**config.mk**
```make
export PLATFORM = sky130hd
export DESIGN_NAME = data_cache_controller_flat
export DESIGN_NICKNAME = d
export VERILOG_FILES = /design/src/rtl/data_cache_controller_if.sv /design/src/rtl/data_cache_controller.sv /design/src/flat_wrapper.sv
export SDC_FILE = /design/constraint.sdc
export NUM_CORES = 2
export LEC_CHECK = 0
export ABC_CLOCK_PERIOD_IN_PS = 16500
export CAP_MARGIN = 15
export CELL_PAD_IN_SITES_DETAIL_PLACEMENT = 0
export CELL_PAD_IN_SITES_GLOBAL_PLACEMENT = 2
export CORE_MARGIN = 2
export CORE_UTILIZATION = 25
export CTS_BUF_LIST = sky130_fd_sc_hd__clkbuf_4 sky130_fd_sc_hd__clkbuf_8
export DETAILED_ROUTE_END_ITERATION = 6
export HOLD_SLACK_MARGIN = 0.15
export PLACE_DENSITY = 0.49
export SLEW_MARGIN = 20
export SYNTH_ARGS = -nofsm -noshare
export SYNTH_HDL_FRONTEND = slang
export SYNTH_SLANG_ARGS = --single-unit
```
**constraint.sdc**
```tcl
create_clock -name clock -period 16.5 [get_ports clock]
set_input_delay 3.3 -clock clock [delete_from_list [all_inputs] [get_ports clock]]
set_output_delay 3.3 -clock clock [all_outputs]
set_load 0.01 [all_outputs]
```
**src/rtl/data_cache_controller_if.sv**
```systemverilog
// Bundle of the MEM-stage request/response signals and the main-memory port
// of the data cache. The cache uses the slave view; the pipeline/memory side uses master.
interface data_cache_controller_if;
  logic        MemRead;
  logic        MemWrite;
  logic [31:0] address;
  logic [31:0] write_data;
  logic [31:0] read_data;
  logic        hit;
  logic        mem_read;
  logic        mem_write;
  logic [31:0] mem_address;
  logic [31:0] mem_write_data;
  logic [31:0] mem_read_data;
  logic        mem_ready;

  // Handshake: a memory request (mem_read or mem_write) and its mem_address /
  // mem_write_data hold steady until a cycle where mem_ready is high; that
  // cycle completes the word. The CPU side holds its inputs while hit is 0.
  modport slave (
    input  MemRead, MemWrite, address, write_data, mem_read_data, mem_ready,
    output read_data, hit, mem_read, mem_write, mem_address, mem_write_data
  );

  modport master (
    output MemRead, MemWrite, address, write_data, mem_read_data, mem_ready,
    input  read_data, hit, mem_read, mem_write, mem_address, mem_write_data
  );
endinterface

```
**src/rtl/data_cache_controller.sv**
```systemverilog
// Direct-mapped, write-through, no-write-allocate data cache between the
// EX/MEM register and main memory; hit=0 stalls the pipeline.
module data_cache_controller #(
  parameter int INDEX_BITS  = 4,
  parameter int OFFSET_BITS = 2
) (
  input  logic                  clock,
  input  logic                  reset_n,
  data_cache_controller_if.slave cache_bus,
  output logic [1:0]            o_state
);

  localparam int TAG_BITS = 32 - 2 - OFFSET_BITS - INDEX_BITS;
  localparam int LINES    = 1 << INDEX_BITS;
  localparam int WORDS    = 1 << OFFSET_BITS;

  typedef enum logic [1:0] {
    S_IDLE  = 2'd0,
    S_FILL  = 2'd1,
    S_WRITE = 2'd2
  } state_t;

  state_t                 r_state;
  state_t                 w_next;
  logic [OFFSET_BITS-1:0] r_count;
  logic [LINES-1:0]       r_valid;
  logic [TAG_BITS-1:0]    r_tag  [LINES];
  logic [31:0]            r_data [LINES*WORDS];

  logic [OFFSET_BITS-1:0] w_offset;
  logic [INDEX_BITS-1:0]  w_index;
  logic [TAG_BITS-1:0]    w_tag;
  logic                   w_lookup_hit;
  logic [31:0]            w_word;
  logic                   w_fill_we;
  logic                   w_fill_done;
  logic                   w_store_we;

  logic                   w_hit;
  logic [31:0]            w_read_data;
  logic                   w_mem_read;
  logic                   w_mem_write;
  logic [31:0]            w_mem_address;
  logic [31:0]            w_mem_write_data;

  assign w_offset     = cache_bus.address[OFFSET_BITS+1:2];
  assign w_index      = cache_bus.address[OFFSET_BITS+INDEX_BITS+1:OFFSET_BITS+2];
  assign w_tag        = cache_bus.address[31:32-TAG_BITS];
  assign w_lookup_hit = r_valid[w_index] && (r_tag[w_index] == w_tag);
  assign w_word       = r_data[{w_index, w_offset}];

  always_comb begin
    w_next           = r_state;
    w_hit            = 1'b1;
    w_read_data      = '0;
    w_mem_read       = 1'b0;
    w_mem_write      = 1'b0;
    w_mem_address    = '0;
    w_mem_write_data = '0;
    w_fill_we        = 1'b0;
    w_fill_done      = 1'b0;
    w_store_we       = 1'b0;
    case (r_state)
      S_IDLE: begin
        // Stores take priority over loads when both are asserted.
        if (cache_bus.MemWrite) begin
          w_hit  = 1'b0;
          w_next = S_WRITE;
        end else if (cache_bus.MemRead) begin
          if (w_lookup_hit) begin
            w_read_data = w_word;
          end else begin
            w_hit  = 1'b0;
            w_next = S_FILL;
          end
        end
      end
      S_FILL: begin
        w_hit         = 1'b0;
        w_mem_read    = 1'b1;
        w_mem_address = {w_tag, w_index, r_count, 2'b00};
        if (cache_bus.mem_ready) begin
          w_fill_we = 1'b1;
          if (&r_count) begin
            w_fill_done = 1'b1;
            w_next      = S_IDLE;
          end
        end
      end
      S_WRITE: begin
        w_mem_write      = 1'b1;
        w_mem_address    = {cache_bus.address[31:2], 2'b00};
        w_mem_write_data = cache_bus.write_data;
        w_hit            = cache_bus.mem_ready;
        if (cache_bus.mem_ready) begin
          // No allocate: only a resident line picks up the store.
          w_store_we = w_lookup_hit;
          w_next     = S_IDLE;
        end
      end
      default: w_next = S_IDLE;
    endcase
  end

  always_ff @(posedge clock) begin
    if (!reset_n) begin
      r_state <= S_IDLE;
      r_count <= '0;
      r_valid <= '0;
    end else begin
      r_state <= w_next;
      if (r_state == S_IDLE && w_next == S_FILL) begin
        r_count <= '0;
      end else if (w_fill_we) begin
        r_count <= r_count + 1'b1;
      end
      if (w_fill_done) begin
        r_valid[w_index] <= 1'b1;
      end
    end
  end

  // Tag and data arrays are deliberately not reset; the valid bits gate them.
  always_ff @(posedge clock) begin
    if (reset_n) begin
      if (w_fill_we) begin
        r_data[{w_index, r_count}] <= cache_bus.mem_read_data;
      end
      if (w_fill_done) begin
        r_tag[w_index] <= w_tag;
      end
      if (w_store_we) begin
        r_data[{w_index, w_offset}] <= cache_bus.write_data;
      end
    end
  end

  assign cache_bus.hit            = w_hit;
  assign cache_bus.read_data      = w_read_data;
  assign cache_bus.mem_read       = w_mem_read;
  assign cache_bus.mem_write      = w_mem_write;
  assign cache_bus.mem_address    = w_mem_address;
  assign cache_bus.mem_write_data = w_mem_write_data;
  assign o_state                  = r_state;

endmodule

```
**src/flat_wrapper.sv**
```systemverilog
// flat-port wrapper written by rule: the top's interface ports become plain ports
module data_cache_controller_flat 
#(
  parameter int INDEX_BITS  = 4,
  parameter int OFFSET_BITS = 2
)
  (clock, reset_n, o_state, cache_bus_MemRead, cache_bus_MemWrite, cache_bus_address, cache_bus_write_data, cache_bus_mem_read_data, cache_bus_mem_ready, cache_bus_read_data, cache_bus_hit, cache_bus_mem_read, cache_bus_mem_write, cache_bus_mem_address, cache_bus_mem_write_data);
  data_cache_controller_if cache_bus_i ();
  input  logic clock;
  input  logic reset_n;
  output logic [1:0] o_state;
  input wire logic [$bits(cache_bus_i.MemRead)-1:0] cache_bus_MemRead;
  input wire logic [$bits(cache_bus_i.MemWrite)-1:0] cache_bus_MemWrite;
  input wire logic [$bits(cache_bus_i.address)-1:0] cache_bus_address;
  input wire logic [$bits(cache_bus_i.write_data)-1:0] cache_bus_write_data;
  input wire logic [$bits(cache_bus_i.mem_read_data)-1:0] cache_bus_mem_read_data;
  input wire logic [$bits(cache_bus_i.mem_ready)-1:0] cache_bus_mem_ready;
  output wire logic [$bits(cache_bus_i.read_data)-1:0] cache_bus_read_data;
  output wire logic [$bits(cache_bus_i.hit)-1:0] cache_bus_hit;
  output wire logic [$bits(cache_bus_i.mem_read)-1:0] cache_bus_mem_read;
  output wire logic [$bits(cache_bus_i.mem_write)-1:0] cache_bus_mem_write;
  output wire logic [$bits(cache_bus_i.mem_address)-1:0] cache_bus_mem_address;
  output wire logic [$bits(cache_bus_i.mem_write_data)-1:0] cache_bus_mem_write_data;
  assign cache_bus_i.MemRead = cache_bus_MemRead;
  assign cache_bus_i.MemWrite = cache_bus_MemWrite;
  assign cache_bus_i.address = cache_bus_address;
  assign cache_bus_i.write_data = cache_bus_write_data;
  assign cache_bus_i.mem_read_data = cache_bus_mem_read_data;
  assign cache_bus_i.mem_ready = cache_bus_mem_ready;
  assign cache_bus_read_data = cache_bus_i.read_data;
  assign cache_bus_hit = cache_bus_i.hit;
  assign cache_bus_mem_read = cache_bus_i.mem_read;
  assign cache_bus_mem_write = cache_bus_i.mem_write;
  assign cache_bus_mem_address = cache_bus_i.mem_address;
  assign cache_bus_mem_write_data = cache_bus_i.mem_write_data;
  data_cache_controller #(.INDEX_BITS(INDEX_BITS), .OFFSET_BITS(OFFSET_BITS)) u_core (.clock(clock), .reset_n(reset_n), .cache_bus(cache_bus_i), .o_state(o_state));
endmodule
```
; ---- Yosys cells after proc, flatten, opt, wreduce, memory -nomap -nowiden
; Memory sizes are Yosys's and may differ from the RTL's.
; Index checks and enable logic that the tools add are counted.
[word_totals]
register_bits = 20
ramBits = 2432
inputBits = 101
output_inout_bits = 101
word_cells = 63
mem_count = 2
[classes]
add_sub_neg = 1
n_lt_le_gt_ge = 2
eq_ne = 4
n_mux = 42
n_bitwise = 2
n_reduce_logical = 7
[memory_table]
columns = name, words, width, rd, rd_ports_with_merged_regs, wr, line
row1 = u_core.r_data, 64, 32, 1, 0, 1, data_cache_controller.sv:28  ; logic [31:0] r_data [LINES*WORDS];
row2 = u_core.r_tag, 16, 24, 1, 0, 1, data_cache_controller.sv:27  ; logic [TAG_BITS-1:0] r_tag [LINES];
[op_table]
columns = operator, n
row1 = two-way mux 32 bit, 6
row2 = one-hot mux 32 bit (2 select lines), 1
row3 = OR reduction 32 bit, 1
row4 = == test 24 bit, 1
row5 = two-way mux 1 bit, 24
row6 = bitwise OR 16 bit, 1
row7 = two-way mux 2 bit, 6
row8 = two-way mux 6 bit, 1
row9 = one-hot mux 2 bit (3 select lines), 1
row10 = "< comparator 4 x 5 -> 1 bit, second input constant", 1
row11 = binary-select mux 1 bit (select 4 bit), 1
row12 = demux 1 bit (select 4 bit), 1
row13 = "== test 2 x 1 -> 1 bit, second input constant", 2
row14 = "greater-or-equal comparator 4 x 1 -> 1 bit, second input constant", 1
row15 = logical AND 1 bit, 3
row16 = one-hot mux 1 bit (3 select lines), 1
row17 = "adder 2 x 1 -> 2 bit, second input constant", 1
row18 = "== test 2 bit, second input constant", 1
row19 = logical NOT 2 bit, 1
row20 = AND reduction 2 bit, 1
row21 = OR reduction 2 bit, 1
row22 = inverter 1 bit, 1

; ---- Logic depth before layout (Yosys ltp)
[logic_depth]
depth_word = 10
depth_mapped = 14
mapped_depth_nobuf = 9

; ---- Worst setup path after synthesis
; Ideal clock, no wire load.
[synth_path]
kind = in2out
startpoint = in cache_bus_address[4]
endpoint = out cache_bus_read_data[25]
arrival_ns = 6.447
required_ns = 13.200
setup_slack_ns = 6.753
cell_stages = 12
n_path_buf = 4
path_cell_list = buf_2 buf_4 buf_4 mux4_2 mux2i_1 xnor2_1 a211oi_1 nand4_1 nor4_1 nand3_1 buf_2 nor4_1
[synth_via]
elab_chain_len = 7
elab_cells_between_ends = 10
cone_classes = eq/ne: 1 / mux: 6 / reduce/logical: 1 / memory: 2
[synth_rtl]
columns = element, line
row1 = start: declaration, flat_wrapper.sv:14  ; input wire logic [$bits(cache_bus_i.address)-1:0] cache_bus_address;
row2 = memory read (16 x 24 bit) or binary-select mux 1 bit (select 4 bit) (tied branches), --
row3 = == test 24 bit or two-way mux 1 bit (tied branches), data_cache_controller.sv:49  ; assign w_lookup_hit = r_valid[w_index] && (r_tag[w_index] == w_tag);
row4 = logical AND 1 bit, data_cache_controller.sv:49
row5 = two-way mux 32 bit *, data_cache_controller.sv:70  ; if (w_lookup_hit) begin
row6 = two-way mux 32 bit *, data_cache_controller.sv:69  ; end else if (cache_bus.MemRead) begin
row7 = two-way mux 32 bit *, data_cache_controller.sv:66  ; if (cache_bus.MemWrite) begin
row8 = two-way mux 32 bit *, data_cache_controller.sv:63  ; case (r_state)
row9 = end: declaration, flat_wrapper.sv:18  ; output wire logic [$bits(cache_bus_i.read_data)-1:0] cache_bus_read_data;
; Every way passes the cells marked *; elsewhere a longest branch is shown, timed or not. The select of a mux whose other input is x is not followed.

; ---- Worst setup path in the final report
[layout_path]
startpoint = in cache_bus_address[4]
endpoint = out cache_bus_read_data[8]
; The elaborated chain is that of the path after synthesis.

==> qor.txt <==
Drt total wl = 305 mm
Drt wl/cell = 30.2 um
Clock insertion delay at the later pin of the skew report = 1.12 ns
Max clock buf depth = 4
Worst Hold Class = reg -> reg
Sum Neg Setup Slack = 0 ns
Worst-path clk slew = 0.05 ns
Post-synth EDFFs = 2432
Max_cap viols = 0
H-tree depth = 5
Fillers = 36900
Synth Cell Area = 94700 sq um
Detailed Route Iter0 Violations = 4677
I/O Pins = 202
Starting density of the core = 0.251
Cts hold-fix bufs = 0
Rel. slew slack = 0.253
Synth warnings = 0
Unrepaired setup endpoints after global routing = false
HPWL Detailed = 171 mm
CP arrival = 9.53 ns
Setup bufs post-CTS = 0
Pin count of the biggest net entering global routing = 95
LEAKAGE = 34.4 nW
Die area = 384000 sq um
Vias in the first global route = 48700
Height of the die = 620 um
Async S/R FF share, synth = 0
Nets@finish = 4854
Initial antenna violation count = 18
Area occupied by multi-input gates = 21000 sq um
Critical path type = in -> out
Root buf cell = clkbuf_8
GRT overflow = 0
Clk sink count = 2452
Final hold vios = 0
CP startpoint kind = primary input
Routed vias = 46600
Final Util = 0.297
Gp weighted congestion = 0.714
Hold depth = 1
Status = finished, final reports clean
Register area = 73400 sq um
CP required = 13.20 ns
GR Util All Layers = 0.156
DR vias/cell = 4.61
Max Slew Vio Count = 0
IO buf count = 197
Post-route ant nets = 0
FMAX = 78.0 MHz
Post-cts sizing count = 0
R2R depth = 12
Core area = 378000 sq um
Post-synthesis sequential area ratio = 0.775
Slew @ Worst Pin = 1.12 ns
Final min period = 12.83 ns
Pwr dens = 114 nW/um^2
Most used DFF post-synth = edfxtp_1
Final setup fails = 0
Cts bufs inserted = 422
Residual DRC count = 0
Avg Cell Area, Syn = 22.7 sq um
Crit end category = output port
Detailed Routing Iterations Pass 1 = 5
Chip Width = 620 um
R2R setup slack = 10.30 ns
Seq cells post-synth = 2452
Ratio of cells with drive above 1 in the final layout = 0.325
Post-synthesis cell type count = 59
Final period util = 0.777
Row cnt = 226
Area grow syn2layout = 18.6%
CTS tree = built
First-pass GRT wire length = 412 mm
Final Skew = 0.133 ns
Gate Count Post-Synth = 4169
CP Max Fanout = 55
Worst vdd ir = 0.0648 mV
==> flip-flops by register name (all words and copies together) (netlist names) <==
| signal | flops |
|---|---|
| u_core.r_data | 2048 |
| u_core.r_count | 2 |
| u_core.o_state | 2 |
| u_core.r_tag | 384 |
| u_core.r_valid | 16 |
==> cell usage after synthesis (4+ instances only) <==
| cell | count | area share |
|---|---|---|
| nand2b_1 | 7 | 0.00046 |
| o22ai_1 | 88 | 0.0058 |
| nand3_1 | 14 | 0.00074 |
| mux2_2 | 91 | 0.011 |
| xnor2_1 | 17 | 0.0016 |
| edfxtp_1 | 2432 | 0.77 |
| mux2i_1 | 107 | 0.011 |
| inv_1 | 11 | 0.00044 |
| clkbuf_1 | 122 | 0.0048 |
| o211ai_1 | 7 | 0.00055 |
| buf_2 | 34 | 0.0018 |
| o21ai_0 | 41 | 0.0022 |
| a221oi_1 | 4 | 0.00037 |
| or3_1 | 5 | 0.00033 |
| dfxtp_1 | 20 | 0.0042 |
| nor3b_1 | 5 | 0.00040 |
| ha_1 | 5 | 0.00066 |
| a21o_1 | 18 | 0.0014 |
| a21oi_1 | 20 | 0.0011 |
| a32oi_1 | 4 | 0.00037 |
| xor2_1 | 8 | 0.00074 |
| nor3_1 | 29 | 0.0015 |
| a211o_1 | 4 | 0.00037 |
| a22oi_1 | 30 | 0.0024 |
| a211oi_1 | 13 | 0.0010 |
| o2111ai_1 | 8 | 0.00074 |
| buf_1 | 59 | 0.0023 |
| a22o_1 | 14 | 0.0013 |
| o22a_1 | 7 | 0.00065 |
| and2_1 | 63 | 0.0042 |
| and3_1 | 4 | 0.00026 |
| nor2b_1 | 12 | 0.00079 |
| nor4_1 | 5 | 0.00033 |
| mux4_2 | 638 | 0.15 |
| o221ai_1 | 10 | 0.00092 |
| nand2_1 | 47 | 0.0019 |
| buf_4 | 11 | 0.00087 |
| nor2_1 | 128 | 0.0051 |
==> worst max-delay path, cell delays in order <==
cell             delay (ns)
buf_8                  0.25
buf_16                 0.39
buf_4                  0.79
mux2i_1                0.17
a22oi_1                0.29
a21boi_1               0.10
a311o_1                0.34
o31ai_1                0.73
nand2_1                0.16
nor4_2                 0.61
nand3_4                0.10
buf_4                  0.40
nor3_1                 0.93
clkdlybuf4s50_1        0.69
==> cell type report <==
| class | instances | share of cell area |
|---|---|---|
| diodes | 5 | 0.000111 |
| clock buffers | 565 | 0.0617 |
| clock inverters | 209 | 0.00999 |
| inverters | 11 | 0.000368 |
| multi-input cells | 1478 | 0.187 |
| flip-flops and latches | 2452 | 0.654 |
| well taps | 5016 | 0.0559 |
| repair buffers | 383 | 0.0310 |
==> per-layer routing <==
metal / track usage / share of wire / up-vias
met4: 0.0467 / 0.029 / 4
met3: 0.0299 / 0.058 / 448
met5: 0 / 0.000052 / -
li1: - / - / 19000
met2: 0.257 / 0.48 / 1445
met1: 0.209 / 0.43 / 25700
==> logic make-up (layout without fill, tap and decap cells) <==
logic type,after synthesis,after routing,synth area share
and+or+nand+nor,328,328,0.0168
muxes,836,836,0.174
xor gates and xnor gates,25,25,0.00231
adders and majority gates,5,5,0.000660
AOI/OAI and AO/OA,282,282,0.0205
buffers and inverters,240,1168,0.0106
other,1,7,0.0000396
DFF,2452,2452,0.775
==> final timing paths <==
path	end	from
setup reg to reg	u_core.r_data[50][21]	u_core.r_tag[9][9]
setup / recovery	cache_bus_read_data[8]	cache_bus_address[4]
hold / removal	u_core.r_valid[9]	u_core.r_valid[9]
hold reg to reg	u_core.r_valid[9]	u_core.r_valid[9]
==> where the power goes <==
group / leakage [nW] / switching, mW / total, mW / internal (mW)
clock network: 4.21 / 2.53 / 5.33 / 2.80
registers: 22.0 / 0.00167 / 6.85 / 6.85
logic: 8.14 / 0.405 / 0.656 / 0.251
==> cells in the final DEF (no fill, tap or decap), drive strengths merged, types with 7 or more instances in the layout <==
cell type / n
clkbuf: 565
a21oi: 20
nor4: 7
o21ai: 41
inv: 17
a21o: 18
nand3: 14
a211oi: 13
mux4: 638
edfxtp: 2432
o2111ai: 8
o22ai: 88
nor2: 128
o211ai: 7
a22oi: 30
dfxtp: 20
xor2: 8
clkdlybuf4s50: 191
nand2: 47
xnor2: 17
buf: 192
nor2b: 12
clkinvlp: 14
and2: 63
nand2b: 7
nor3: 29
o221ai: 10
o22a: 7
clkinv: 184
a22o: 14
mux2i: 107
mux2: 91
==> through the flow <==
stage	hold WS (ns)	cell area (sq um)	power [mW]	worst slack, ns	std cells
global route	0.470	112000	13.3	3.40	10100
finish	0.453	112000	12.8	3.67	10100
floorplan	0.421	94700	7.35	6.75	4170
CTS	0.453	112000	13.0	3.11	10100
global placement	0.428	104000	7.65	2.70	9338
detailed placement	0.435	104000	7.65	3.10	9339
Note: power is estimated with default switching activity, not from simulation.
